===== config.mk =====
export PLATFORM = sky130hd
export DESIGN_NAME = execute_stage
export DESIGN_NICKNAME = d
export VERILOG_FILES = /design/src/rtl/execute_stage.sv
export SDC_FILE = /design/constraint.sdc
export NUM_CORES = 1
export LEC_CHECK = 0
export ABC_AREA = 1
export CAP_MARGIN = 40
export CELL_PAD_IN_SITES_DETAIL_PLACEMENT = 1
export CELL_PAD_IN_SITES_GLOBAL_PLACEMENT = 2
export CORE_MARGIN = 10
export CORE_UTILIZATION = 25
export CTS_CLUSTER_DIAMETER = 50
export DETAILED_ROUTE_END_ITERATION = 16
export GPL_ROUTABILITY_DRIVEN = 0
export GPL_TIMING_DRIVEN = 0
export PLACE_DENSITY = 0.92
export SYNTH_ARGS = -nofsm -noshare
export SYNTH_HDL_FRONTEND = slang
export SYNTH_SLANG_ARGS = --single-unit

===== constraint.sdc =====
create_clock -name clk -period 4.8 [get_ports clk]
set_input_delay 0.72 -clock clk [delete_from_list [all_inputs] [get_ports clk]]
set_output_delay 0.72 -clock clk [all_outputs]
set_load 0.03 [all_outputs]

===== src/rtl/execute_stage.sv =====
// RV32I execute stage: ALU, BEQ/JAL redirect, EX/MEM pipeline register and redirect counter.
// Optional operand forwarding from MEM/WB is enabled by defining FWD_EN.
module execute_stage #(
  parameter int XLEN  = 32,
  parameter int CNT_W = 32
) (
  input  logic              clk,
  input  logic              rst,
  input  logic              RegWriteE,
  input  logic              MemWriteE,
  input  logic              JumpE,
  input  logic              BranchE,
  input  logic              ALUSrcE,
  input  logic [1:0]        ResultSrcE,
  input  logic [2:0]        ALU_CtrlE,
  input  logic [XLEN-1:0]   RD1_E,
  input  logic [XLEN-1:0]   RD2_E,
  input  logic [XLEN-1:0]   PCE,
  input  logic [XLEN-1:0]   Imm_ExtE,
  input  logic [XLEN-1:0]   PCPlus4E,
  input  logic [4:0]        RdE,
  input  logic [XLEN-1:0]   ALUResultW_fwd,
  input  logic [XLEN-1:0]   ResultW_fwd,
  input  logic [1:0]        ForwardAE,
  input  logic [1:0]        ForwardBE,
  output logic              PCSrcE,
  output logic [XLEN-1:0]   PCTargetE,
  output logic              RegWriteM,
  output logic              MemWriteM,
  output logic [1:0]        ResultSrcM,
  output logic [XLEN-1:0]   ALUResultM,
  output logic [XLEN-1:0]   WriteDataM,
  output logic [4:0]        RdM,
  output logic [XLEN-1:0]   PCPlus4M,
  output logic [CNT_W-1:0]  RedirectCnt
);

  logic [XLEN-1:0]  op_a_s;
  logic [XLEN-1:0]  op_b_s;
  logic [XLEN-1:0]  src_b_s;
  logic [XLEN-1:0]  alu_res_s;
  logic             zero_s;

  logic             reg_write_q, reg_write_d;
  logic             mem_write_q, mem_write_d;
  logic [1:0]       result_src_q, result_src_d;
  logic [XLEN-1:0]  alu_result_q, alu_result_d;
  logic [XLEN-1:0]  write_data_q, write_data_d;
  logic [4:0]       rd_q, rd_d;
  logic [XLEN-1:0]  pc_plus4_q, pc_plus4_d;
  logic [CNT_W-1:0] cnt_q, cnt_d;

`ifdef FWD_EN
  // Forwarding muxes ahead of the ALUSrc mux; select 11 falls back to the register file value.
  always_comb begin
    op_a_s = RD1_E;
    op_b_s = RD2_E;
    case (ForwardAE)
      2'b01:   op_a_s = ResultW_fwd;
      2'b10:   op_a_s = ALUResultW_fwd;
      default: op_a_s = RD1_E;
    endcase
    case (ForwardBE)
      2'b01:   op_b_s = ResultW_fwd;
      2'b10:   op_b_s = ALUResultW_fwd;
      default: op_b_s = RD2_E;
    endcase
  end
`else
  logic unused_fwd_s;
  assign unused_fwd_s = ^{ALUResultW_fwd, ResultW_fwd, ForwardAE, ForwardBE};
  assign op_a_s       = RD1_E;
  assign op_b_s       = RD2_E;
`endif

  assign src_b_s = ALUSrcE ? Imm_ExtE : op_b_s;

  // ALU; all arithmetic wraps modulo 2^XLEN.
  always_comb begin
    alu_res_s = {XLEN{1'b0}};
    case (ALU_CtrlE)
      3'b000:  alu_res_s = op_a_s + src_b_s;
      3'b001:  alu_res_s = op_a_s - src_b_s;
      3'b010:  alu_res_s = op_a_s & src_b_s;
      3'b011:  alu_res_s = op_a_s | src_b_s;
      3'b100:  alu_res_s = op_a_s ^ src_b_s;
      3'b101:  alu_res_s = ($signed(op_a_s) < $signed(src_b_s)) ?
                           {{(XLEN-1){1'b0}}, 1'b1} : {XLEN{1'b0}};
      3'b110:  alu_res_s = op_a_s << src_b_s[4:0];
      3'b111:  alu_res_s = op_a_s >> src_b_s[4:0];
      default: alu_res_s = {XLEN{1'b0}};
    endcase
  end

  assign zero_s    = (alu_res_s == {XLEN{1'b0}});
  assign PCSrcE    = (BranchE & zero_s) | JumpE;
  assign PCTargetE = PCE + Imm_ExtE;

  // Next-state values for the EX/MEM register and redirect counter.
  always_comb begin
    reg_write_d  = RegWriteE;
    mem_write_d  = MemWriteE;
    result_src_d = ResultSrcE;
    alu_result_d = alu_res_s;
    write_data_d = op_b_s;
    rd_d         = RdE;
    pc_plus4_d   = PCPlus4E;
    if (PCSrcE) begin
      cnt_d = cnt_q + {{(CNT_W-1){1'b0}}, 1'b1};
    end else begin
      cnt_d = cnt_q;
    end
  end

  // EX/MEM register; synchronous reset wins over load and count.
  always_ff @(posedge clk) begin
    if (rst) begin
      reg_write_q  <= 1'b0;
      mem_write_q  <= 1'b0;
      result_src_q <= 2'b00;
      alu_result_q <= {XLEN{1'b0}};
      write_data_q <= {XLEN{1'b0}};
      rd_q         <= 5'd0;
      pc_plus4_q   <= {XLEN{1'b0}};
      cnt_q        <= {CNT_W{1'b0}};
    end else begin
      reg_write_q  <= reg_write_d;
      mem_write_q  <= mem_write_d;
      result_src_q <= result_src_d;
      alu_result_q <= alu_result_d;
      write_data_q <= write_data_d;
      rd_q         <= rd_d;
      pc_plus4_q   <= pc_plus4_d;
      cnt_q        <= cnt_d;
    end
  end

  assign RegWriteM   = reg_write_q;
  assign MemWriteM   = mem_write_q;
  assign ResultSrcM  = result_src_q;
  assign ALUResultM  = alu_result_q;
  assign WriteDataM  = write_data_q;
  assign RdM         = rd_q;
  assign PCPlus4M    = pc_plus4_q;
  assign RedirectCnt = cnt_q;

endmodule

==> impl.org <==
** STA
- Part of the cycle the worst path needs :: 106%
- Time the worst path needs with I/O delays and setup :: 5.07 ns
- Final hold vios :: 0
- The total count of max-transition violations in the final report came to 0.
- Setup violations remaining at the end of the flow were counted as 1.
- Setup repair after global routing missed its margin :: true
- In this run the tightest slew margin relative to its limit is 30.2%.
- Worst clock skew :: 0.00811 ns
- At the pin with the least slew margin, the transition time is 1.05 ns.
- Timing would allow up to 197 MHz.
- Smallest setup slack after layout :: -0.265 ns

** Die
- For this configuration, the core starts out at a cell density of 25.2%.
- Overall die width :: 280 um
- The die is 280 um tall.
- In this run the core area contains 95 standard-cell rows.
- 415 I/O pins were placed.
- Die footprint :: 0.0785 mm2
- The core region is 0.0672 mm2.

** Clocking
- # hold bufs at CTS :: 0
- After clock tree synthesis, the clock-pin slew on the worst setup and hold paths is 0.07 ns.
- TritonCTS built the clock tree.
- Clock latency on the worst-skew pair, taken at its later pin, is 0.48 ns.
- Clock Path Buffers :: 2
- CTS buffer count :: 17
- H-tree levels :: 4
- CTS Root Cell :: sky130_fd_sc_hd__clkbuf_16
- For this design, the sink count on the clock tree is 137.

** Drt
- Number of optimization iterations in the first detailed-route pass :: 5
- Remaining antenna violation count after routing :: 0
- After detailed routing, the number of remaining DRC violations is 0.
- Number of DRC markers in iteration 0 :: 2,257
- After detailed routing, the number of vias per cell comes to 5.30.
- The routed layout has 23.2k vias.
- After detailed routing, the average wire length per cell comes to 23.9 um.
- Detailed Route WL :: 105 mm

** Logic synthesis
- XOR/XNOR Fraction of Synth Area :: 3.16%
- The synthesized netlist devotes 11.6% of its cell area to compound gates.
- Counting flops with a built-in enable in the synthesized netlist gives 0.
- For this run, asynchronously set or reset flops after synthesis account for 0%.
- Among all flip-flop cells after synthesis, the most frequent one is sky130_fd_sc_hd__dfxtp_1.
- Number of nets produced by synthesis :: 3,410
- Number of unique standard cell types used by synthesis :: 46
- Share of synthesized cell area in full adder, half adder and majority cells :: 11.1%
- Mean Syn Cell Area :: 5.61 um2
- Summed over all instances, the cell type with the most area after synthesis is sky130_fd_sc_hd__nand2_1.
- Mux cell area share after synthesis :: 0%
- For this run, the number of Yosys warnings is 0.
- The cell area that synthesis handed to floorplanning was 0.0169 mm2.
- Biggest area contributors in the synthesized netlist :: sky130_fd_sc_hd__nand2_1, sky130_fd_sc_hd__dfxtp_1, sky130_fd_sc_hd__nand3_1, sky130_fd_sc_hd__ha_1, sky130_fd_sc_hd__inv_1
- Post-synthesis simple-gate area fraction :: 44.3%
- Proportion of synthesized chip area in sequential cells :: 16.2%
- Synthesized instance count :: 3,016
- Largest family of logic cells by synthesized area :: simple AND/OR/NAND/NOR gates
- In this run, synthesis produced a sequential element count of 137.
- Share of the synthesized area in the top cell type :: 16.2%

** Min path
- The worst hold path belongs to the class register to register.
- The worst hold path passes through 4 cells.
- The startpoint identified for the worst hold timing path is RedirectCnt[31].
- For hold timing, the worst endpoint is RedirectCnt[31].

** Layout
- At the end of the flow the core is filled with cells to 37.6%.
- Net count, final :: 3,886
- Leaving out fill and tap cells, the most frequent cell in the layout is sky130_fd_sc_hd__nand2_1.
- The top cell types in the final layout, fill and taps aside, are sky130_fd_sc_hd__nand2_1, sky130_fd_sc_hd__nand3_1, sky130_fd_sc_hd__inv_1, sky130_fd_sc_hd__clkdlybuf4s50_1, sky130_fd_sc_hd__nor2_1.
- Layout Area Growth over Synthesis :: 49.0%
- Final Non-Filler Cells :: 4,378
- Number of diodes added for antenna fixing :: 0
- Final standard cell area without fillers :: 0.0252 mm2
- Fraction of final layout cells sized beyond drive strength 1 :: 18.5%

** Global route
- Global routing used 25.6% of the available tracks across all layers.
- Overall overflow remaining after global route :: 0
- Entering global routing, the biggest net connects 17 pins.
- The initial antenna violation count came to 6.
- The number of global-route vias before repair came to 23.2k.
- The first global-routing pass estimated 151 mm of wire.

** Status
- Violated checks :: negative setup slack
- The run finished, with violations left.

** Flow run
- Max-cap check violation count :: 0

** Power and ir drop
- Leakage dissipation :: 12.0 nW
- Total power for the finished layout comes to 0.00618 W.
- In this run the power density over the cells is 245 mW/mm2.
- Across the VDD grid, the largest voltage drop is 251 uV.

** Placement
- After detailed placement, the total cell area comes to 0.0216 mm2.
- Counting tap cells, the placed design contains a total of 4,251 instances.
- Input and output buffers added on the ports amount to 344.
- Minimum setup slack after placement :: -2.73 ns
- The wire-length estimate of the detail-placed layout is 85.1 mm.

** Setup path
- The endpoint identified for the worst register-to-register timing path is RedirectCnt[28].
- The worst setup path is of the primary input to output pin kind.
- Critical Path Fanout Max :: 10
- The worst register-to-register path has a depth of 15.
- Minimum setup slack among reg-to-reg paths :: 1.71 ns
- STA puts the critical path data arrival time at 4.35 ns.
- Reg2reg start :: RedirectCnt[1]
- For the worst setup path, the data required time is 4.08 ns.
- Kind of end point of the critical path :: output pin
- The worst setup path is launched from a primary input.
==> Yosys cell counts, drive strengths merged (4+ instances only) <==
master / number
nor2: 354
a211oi: 4
xnor2: 11
nand3: 509
xor2: 50
buf: 62
nand3b: 4
ha: 146
o221ai: 9
a21oi: 172
clkbuf: 49
a21boi: 5
nor4: 8
nor3: 43
o22ai: 17
o21a: 5
inv: 465
a31oi: 5
nand4: 43
nand2: 738
and2: 4
dfxtp: 137
o211ai: 4
or2: 31
o21ai: 110
o21bai: 18
==> cell type report <==
cell class	instances	area [um2]
fillers	8714	41900
multi-input cells	2303	13800
repair buffers	462	4420
flip-flops and latches	137	2740
inverters	465	1780
well taps	873	1090
plain buffers	106	782
clock buffers	17	425
clock inverters	15	175
==> worst max-delay path, stage by stage <==
cell	delay, ns
sky130_fd_sc_hd__clkdlybuf4s50_1	0.54
sky130_fd_sc_hd__inv_2	0.20
sky130_fd_sc_hd__nand3_1	0.31
sky130_fd_sc_hd__inv_2	0.32
sky130_fd_sc_hd__clkbuf_1	0.81
sky130_fd_sc_hd__nand3_2	0.32
sky130_fd_sc_hd__nand4_1	0.23
sky130_fd_sc_hd__buf_6	0.14
sky130_fd_sc_hd__nor2_1	0.05
sky130_fd_sc_hd__nand2_1	0.10
sky130_fd_sc_hd__nor2_2	0.05
sky130_fd_sc_hd__nand2_2	0.08
sky130_fd_sc_hd__nor2_4	0.04
sky130_fd_sc_hd__nand3_2	0.07
sky130_fd_sc_hd__buf_6	0.12
sky130_fd_sc_hd__nand2_2	0.05
sky130_fd_sc_hd__buf_6	0.15
==> repair_timing <==
action	in CTS	in global routing
gates resized for setup	455	215
setup endpoints to repair	54	19
pin swaps	73	92
setup buffers	58	41
cloned	2	0
==> layer usage <==
metal | global-route usage [%] | up-vias | wire, um
li1 | - | 10700 | -
met1 | 31.2 | 11100 | 41200
met2 | 40.4 | 1215 | 45800
met3 | 7.54 | 250 | 11000
met4 | 13.1 | 12 | 6370
met5 | 0 | - | 146
==> logic make-up after synthesis <==
kind of cell,count (synthesis)
buffers and inverters,576
flip-flops,137
AND/OR/NAND/NOR,1738
AO/OA/AOI/OAI,355
adder cells (fa/ha/maj),149
XOR/XNOR,61
==> power breakdown <==
group          internal, W  total (W)  switching, W
clock network     0.000743    0.00142      0.000682
registers          0.00121    0.00125     0.0000379
logic              0.00123    0.00351       0.00227
total              0.00319    0.00618       0.00299
==> state kept, by name (all words and copies together), names as in the netlist <==
name,cells
MemWriteM,1
WriteDataM,32
RedirectCnt,32
PCPlus4M,32
RegWriteM,1
ALUResultM,32
RdM,5
ResultSrcM,2
==> worst max-delay path by stage <==
stage / end / startpoint / depth (start not counted)
finish: PCSrcE / ALU_CtrlE[2] / 17
global placement: PCSrcE / ALUSrcE / 23
detailed placement: PCSrcE / ALUSrcE / 28
global route: PCSrcE / ALUSrcE / 27
CTS: PCSrcE / Imm_ExtE[3] / 27
floorplan: PCSrcE / ALUSrcE / 24
==> through the flow <==
stage	TNS [ns]	hold WS, ns
floorplan	0	0.677
global placement	-75.26	0.588
detailed placement	-74.60	0.613
CTS	-0.140	0.625
global route	-0.411	0.674
finish	-0.265	0.608
No activity file was read; power rests on OpenSTA's default activity.
